$ cat src/rtl/acq_pkg.sv
// Shared types and constants for the ADC sample acquisition stage.
// Used by tick_gen and sample_acquire.
package acq_pkg;

  typedef enum logic [1:0] {
    IDLE,
    WAIT,
    REQ,
    PRESENT
  } acq_state_e;

  localparam int ADC_W_DEF = 12;
  localparam int CLIP_W    = 16;

  localparam logic [CLIP_W-1:0] CLIP_MAX = '1;

  function automatic int adc_mid(input int w);
    return 1 << (w - 1);
  endfunction

  localparam int ADC_MID = adc_mid(ADC_W_DEF);

endpackage

$ cat src/rtl/tick_gen.sv
// Prescaler producing a one-cycle tick every DIV enabled cycles.
// clear has priority and parks the count at zero.
module tick_gen
  import acq_pkg::*;
#(
  parameter int DIV = 100
) (
  input  logic clk,
  input  logic rst_n,
  input  logic en,
  input  logic clear,
  output logic tick
);

  localparam int CW = (DIV > 1) ? $clog2(DIV) : 1;

  logic [CW-1:0] cnt_q;
  logic [CW-1:0] cnt_d;
  logic          at_top;

  assign at_top = (cnt_q == CW'(DIV - 1));
  assign tick   = en && !clear && at_top;

  always_comb begin
    cnt_d = cnt_q;
    if (clear) begin
      cnt_d = '0;
    end else if (en) begin
      cnt_d = at_top ? '0 : cnt_q + CW'(1);
    end
  end

  always_ff @(posedge clk or negedge rst_n) begin
    if (!rst_n) begin
      cnt_q <= '0;
    end else begin
      cnt_q <= cnt_d;
    end
  end

endmodule

$ cat src/rtl/sample_acquire.sv
// Paces ADC conversions, fetches samples over req/ack, emits signed samples.
// Optional rail-sample counter enabled by defining CLIP_DETECT_EN.
module sample_acquire
  import acq_pkg::*;
#(
  parameter int DIV         = 100,
  parameter int ADC_W       = 12,
  parameter int OUT_W       = 8,
  parameter int ACK_TIMEOUT = 15
) (
  input  logic                    CLK100MHZ,
  input  logic                    resetn,
  input  logic                    enable,
  output logic                    adc_req,
  input  logic                    adc_ack,
  input  logic [ADC_W-1:0]        adc_data,
  output logic signed [OUT_W-1:0] sample,
  output logic                    start,
  output logic                    timeout_err,
  output logic [15:0]             clip_count
);

  localparam int SH = ADC_W - OUT_W;
  localparam int TW = $clog2(ACK_TIMEOUT + 1);

  localparam logic signed [ADC_W:0] MID =
    (ADC_W + 1)'(adc_mid(ADC_W));

  if (DIV < ACK_TIMEOUT + 3) begin : g_bad_div
    $error("DIV too small for ACK_TIMEOUT");
  end
  if (OUT_W > ADC_W) begin : g_bad_w
    $error("OUT_W must not exceed ADC_W");
  end

  acq_state_e state_q;
  acq_state_e state_d;

  logic [TW-1:0]           wait_q;
  logic [TW-1:0]           wait_d;
  logic                    req_q;
  logic                    req_d;
  logic                    start_q;
  logic                    start_d;
  logic                    terr_q;
  logic                    terr_d;
  logic signed [OUT_W-1:0] sample_q;
  logic signed [OUT_W-1:0] sample_d;

  logic tick;
  logic accept;
  logic tmo;

  tick_gen #(
    .DIV (DIV)
  ) u_tick (
    .clk   (CLK100MHZ),
    .rst_n (resetn),
    .en    (state_q != IDLE),
    .clear (!enable),
    .tick  (tick)
  );

  // Offset-binary to two's complement, then keep the top OUT_W bits.
  logic signed [ADC_W:0] diff;
  logic signed [ADC_W:0] conv_full;
  logic                  unused_conv;

  assign diff        = $signed({1'b0, adc_data}) - MID;
  assign conv_full   = diff >>> SH;
  assign unused_conv = ^conv_full[ADC_W:OUT_W];

  assign accept = enable && (state_q == REQ) && adc_ack;
  assign tmo    = (wait_q == TW'(ACK_TIMEOUT - 1));

  always_comb begin
    state_d  = state_q;
    wait_d   = wait_q;
    req_d    = 1'b0;
    start_d  = 1'b0;
    terr_d   = terr_q;
    sample_d = sample_q;
    if (!enable) begin
      state_d = IDLE;
    end else begin
      unique case (state_q)
        IDLE: begin
          state_d = WAIT;
        end
        WAIT: begin
          if (tick) begin
            state_d = REQ;
            req_d   = 1'b1;
            wait_d  = '0;
          end
        end
        REQ: begin
          if (adc_ack) begin
            state_d  = PRESENT;
            start_d  = 1'b1;
            sample_d = conv_full[OUT_W-1:0];
          end else if (tmo) begin
            state_d = WAIT;
            terr_d  = 1'b1;
          end else begin
            req_d  = 1'b1;
            wait_d = wait_q + TW'(1);
          end
        end
        PRESENT: begin
          state_d = WAIT;
        end
        default: begin
          state_d = IDLE;
        end
      endcase
    end
  end

  always_ff @(posedge CLK100MHZ or negedge resetn) begin
    if (!resetn) begin
      state_q  <= IDLE;
      wait_q   <= '0;
      req_q    <= 1'b0;
      start_q  <= 1'b0;
      terr_q   <= 1'b0;
      sample_q <= '0;
    end else begin
      state_q  <= state_d;
      wait_q   <= wait_d;
      req_q    <= req_d;
      start_q  <= start_d;
      terr_q   <= terr_d;
      sample_q <= sample_d;
    end
  end

  assign adc_req     = req_q;
  assign start       = start_q;
  assign timeout_err = terr_q;
  assign sample      = sample_q;

`ifdef CLIP_DETECT_EN
  logic [CLIP_W-1:0] clip_q;
  logic [CLIP_W-1:0] clip_d;
  logic              is_rail;

  assign is_rail = (adc_data == '0) || (adc_data == '1);

  always_comb begin
    clip_d = clip_q;
    if (accept && is_rail && (clip_q != CLIP_MAX)) begin
      clip_d = clip_q + CLIP_W'(1);
    end
  end

  always_ff @(posedge CLK100MHZ or negedge resetn) begin
    if (!resetn) begin
      clip_q <= '0;
    end else begin
      clip_q <= clip_d;
    end
  end

  assign clip_count = clip_q;
`else
  logic unused_accept;

  assign unused_accept = accept;
  assign clip_count    = '0;
`endif

endmodule

$ cat config.mk
export PLATFORM = sky130hd
export DESIGN_NAME = sample_acquire
export DESIGN_NICKNAME = d
export VERILOG_FILES = /design/src/rtl/acq_pkg.sv /design/src/rtl/tick_gen.sv /design/src/rtl/sample_acquire.sv
export SDC_FILE = /design/constraint.sdc
export NUM_CORES = 1
export LEC_CHECK = 0
export ABC_AREA = 1
export CAP_MARGIN = 10
export CORE_MARGIN = 2
export CORE_UTILIZATION = 42
export CTS_CLUSTER_DIAMETER = 120
export DETAILED_ROUTE_END_ITERATION = 6
export PLACE_DENSITY = 0.75
export SETUP_SLACK_MARGIN = 0.5
export SKIP_CTS_REPAIR_TIMING = 1
export SLEW_MARGIN = 20
export SYNTH_ARGS = -nofsm -noshare
export SYNTH_HDL_FRONTEND = slang
export SYNTH_SLANG_ARGS = --single-unit
$ cat constraint.sdc
create_clock -name CLK100MHZ -period 1.6 [get_ports CLK100MHZ]
set_clock_uncertainty 0.15 [all_clocks]
set_input_delay 0.32 -clock CLK100MHZ [delete_from_list [all_inputs] [get_ports CLK100MHZ]]
set_output_delay 0.32 -clock CLK100MHZ [all_outputs]
set_load 0.02 [all_outputs]
==> metrics.csv <==
stage,metric,value,unit
logic_synthesis,Post-Syn Area,0.001443,mm^2
power_and_ir_drop,Leakage,0.9626,nW
critical_path,Worst Setup End Kind,flop,
timing,RSZ-0062 raised after global routing,yes,
global_routing,met2 usage,22.98,%
run_status,status,"finished, final reports clean",
layout,post-layout util,61.72,%
layout,final cell count without fillers,255,
global_routing,met3 Track Usage GR,2.162,%
critical_path,CP most frequent cell,nand2_2,
critical_path,worst path bufs/invs,1,
global_routing,vias in the first global route,1035,
critical_path,Critical Path Max Stage Delay,0.45,ns
logic_synthesis,Syn. warnings,0,
route,DR vias/cell,4.553,
global_routing,global-route usage over all layers,14.02,%
die,Die W,62.61,um
route,drt wl/cell,10.92,um
route,remaining antenna violation count after routing,0,
critical_path,R2R depth,7,
clocking,H-tree levels,1,
timing,f_max,663.0,MHz
placed_design,IO buf count,22,
clocking,CTS Root Cell,clkbuf_4,
global_routing,met1 usage,18.84,%
timing,"Hold Vio Cnt, Final",0,
critical_path,CP required,1.68,ns
layout,final net count,232,
global_routing,total grt overflow,0,
placed_design,DP HPWL,1922,um
route,1st-pass router iterations,4,
global_routing,largest net degree at the start of global routing,25,
die,Initial Util,43.58,%
logic_synthesis,Yosys reg bits,24,
die,# IOs,43,
route,DR DRC count,0,
layout,layout cells sized above 1,40.67,%
timing,Worst Hold Slack,0.1888,ns
clocking,Skew-Pair Late Insertion Delay,0.32,ns
power_and_ir_drop,VDD IR max,0.8233,mV
layout,ant diodes,0,
global_routing,busiest grt layer,met2,
route,Starting DRT DRC Count,27,
logic_synthesis,cells after synthesis,170,
timing,"Min Clock Period, post-route",1.508,ns
critical_path,crit-path max FO,5,
clocking,"CTS clk-pin slew, worst paths",0.14,ns
clocking,clock buffer depth,2,
critical_path,CP Depth,7,
route,WL final,2784,um
die,area of the die,0.003919,mm^2
timing,Final setup viols,0,
timing,Tcrit/Tclk final,94.27,%
global_routing,first-pass GRT wire length,4491,um
layout,Layout fillers,293,
placed_design,routability cong.,0.8134,
global_routing,initial antenna violation count,0,
logic_synthesis,synthesized area per cell,8.486,um^2
clocking,Clock Sinks,24,
critical_path,Crit-path slowest cell,dfrtp_1,
logic_synthesis,Unique masters post-synth,28,
power_and_ir_drop,PD cells,1441,mW/mm^2
critical_path,"delay-heaviest family, CP",flip-flops,
clocking,CTS tree,built,
critical_path,startpoint types,flop,
die,core footprint,0.003311,mm^2
placed_design,placed cells,244,
critical_path,"Critical Path, Cell by Cell",inv_2 -> ha_4 -> nand3_4 -> nor2_4 -> nand2_4 -> nand2_2 -> nand2_2,
critical_path,crit path kind,reg2reg,
critical_path,data arrival time of the worst path,1.59,ns
critical_path,r2r setup slk,0.09,ns
die,Core Rows,21,
flow_run,max cap viols,0,
logic_synthesis,post-synthesis sequential area ratio,41.63,%
die,Die Y,62.61,um
clocking,total CTS buffers,3,
timing,Max Slew Vio Count,0,
hold_path,Hold/Removal Path Class,in2async,
layout,area grow syn2layout,41.63,%
route,DR vias,1161,
==> per-stage QoR <==
step | total power [W] | worst slack (ns) | area, um^2 | TNS (ns)
floorplan | 0.001765 | 0.2414 | 1573 | 0
global placement | 0.002154 | -0.1595 | 1792 | -2.391
detailed placement | 0.002178 | -0.1570 | 1792 | -2.264
CTS | 0.002638 | -0.2044 | 1844 | -1.966
global route | 0.003134 | 0.01627 | 2043 | 0
finish | 0.002945 | 0.09172 | 2043 | 0
==> state kept, by name, summed over array words and instances, names as in the netlist <==
register and flops:
u_tick.cnt_q 7, wait_q 4, start 1, adc_req 1
state_q 2, sample 8, timeout_err 1
==> where the power goes <==
part           total [W]  internal (W)  switching [W]
Sequential      0.000909      0.000764       0.000145
Combinational    0.00159      0.000743       0.000845
Clock           0.000448      0.000253       0.000195
Total            0.00294       0.00176        0.00119
==> kinds of logic (layout without fill, tap and decap cells) <==
logic type | Yosys count | in the layout | share of synthesized area [%]
buffers and inverters | 34 | 58 | 13.88
adder cells (fa/ha/maj) | 6 | 6 | 5.204
XOR/XNOR | 3 | 3 | 1.822
AND/OR/NAND/NOR | 87 | 87 | 30.96
other | 1 | 16 | 0.2599
flip-flops | 24 | 24 | 41.63
AO/OA/AOI/OAI | 15 | 15 | 6.245
==> cell usage after synthesis, drive strengths merged <==
master   n  area, um^2
nand2   53       219.0
dfrtp   24       600.6
nand3   18       107.6
buf     17       131.4
inv     17       68.81
nor2    14       107.6
ha       6       75.07
a21oi    5       28.78
o21ai    5       25.02
o22ai    3       18.77
nand4    2       12.51
xor2     2       17.52
a22o     1       8.760
a31o     1       8.760
conb     1       3.750
xnor2    1       8.760
==> worst paths after layout <==
kind | start | to
max | state_q[1] | wait_q[1]
min | resetn | u_tick.cnt_q[5]
max reg2reg | state_q[1] | wait_q[1]
min reg2reg | timeout_err | timeout_err
max in group asynchronous | resetn | u_tick.cnt_q[6]
min in group CLK100MHZ | timeout_err | timeout_err
==> cells in the final DEF (no fill, tap or decap), types with 2 or more instances in the layout <==
| master | n |
|---|---|
| o21ai_2 | 2 |
| clkbuf_4 | 3 |
| o22ai_1 | 2 |
| nor2_2 | 3 |
| clkdlybuf4s50_1 | 11 |
| ha_4 | 3 |
| buf_4 | 11 |
| dfrtp_1 | 24 |
| nor2_4 | 4 |
| nand2_8 | 2 |
| inv_1 | 7 |
| inv_2 | 6 |
| buf_6 | 13 |
| inv_6 | 2 |
| inv_4 | 2 |
| nand3_2 | 4 |
| nand4_1 | 2 |
| xor2_1 | 2 |
| nand2_2 | 15 |
| ha_1 | 2 |
| conb_1 | 16 |
| nor2_1 | 5 |
| a21oi_1 | 3 |
| nand2_1 | 33 |
| nand3_4 | 2 |
| nand2_4 | 3 |
| a21oi_2 | 2 |
| nand3_1 | 12 |
| nor2_8 | 2 |
==> area by class of cell <==
cell class	count	area, um^2	share of cell area (%)
Timing Repair Buffer	37	371.6	18.19
Sequential cell	24	600.6	29.39
Inverter	17	78.83	3.858
Clock inverter	1	30.03	1.470
Tap cell	46	57.56	2.817
Clock buffer	3	22.52	1.102
Multi-Input combinational cell	127	882.1	43.17
==> routing by layer <==
metal  vias to the layer above  share of wire, %
met1                       540                46
met2                        22                50
met5                         -                 0
met3                         2               3.8
li1                        597                 -
met4                         0              0.72
(Power assumes the default switching activity.)
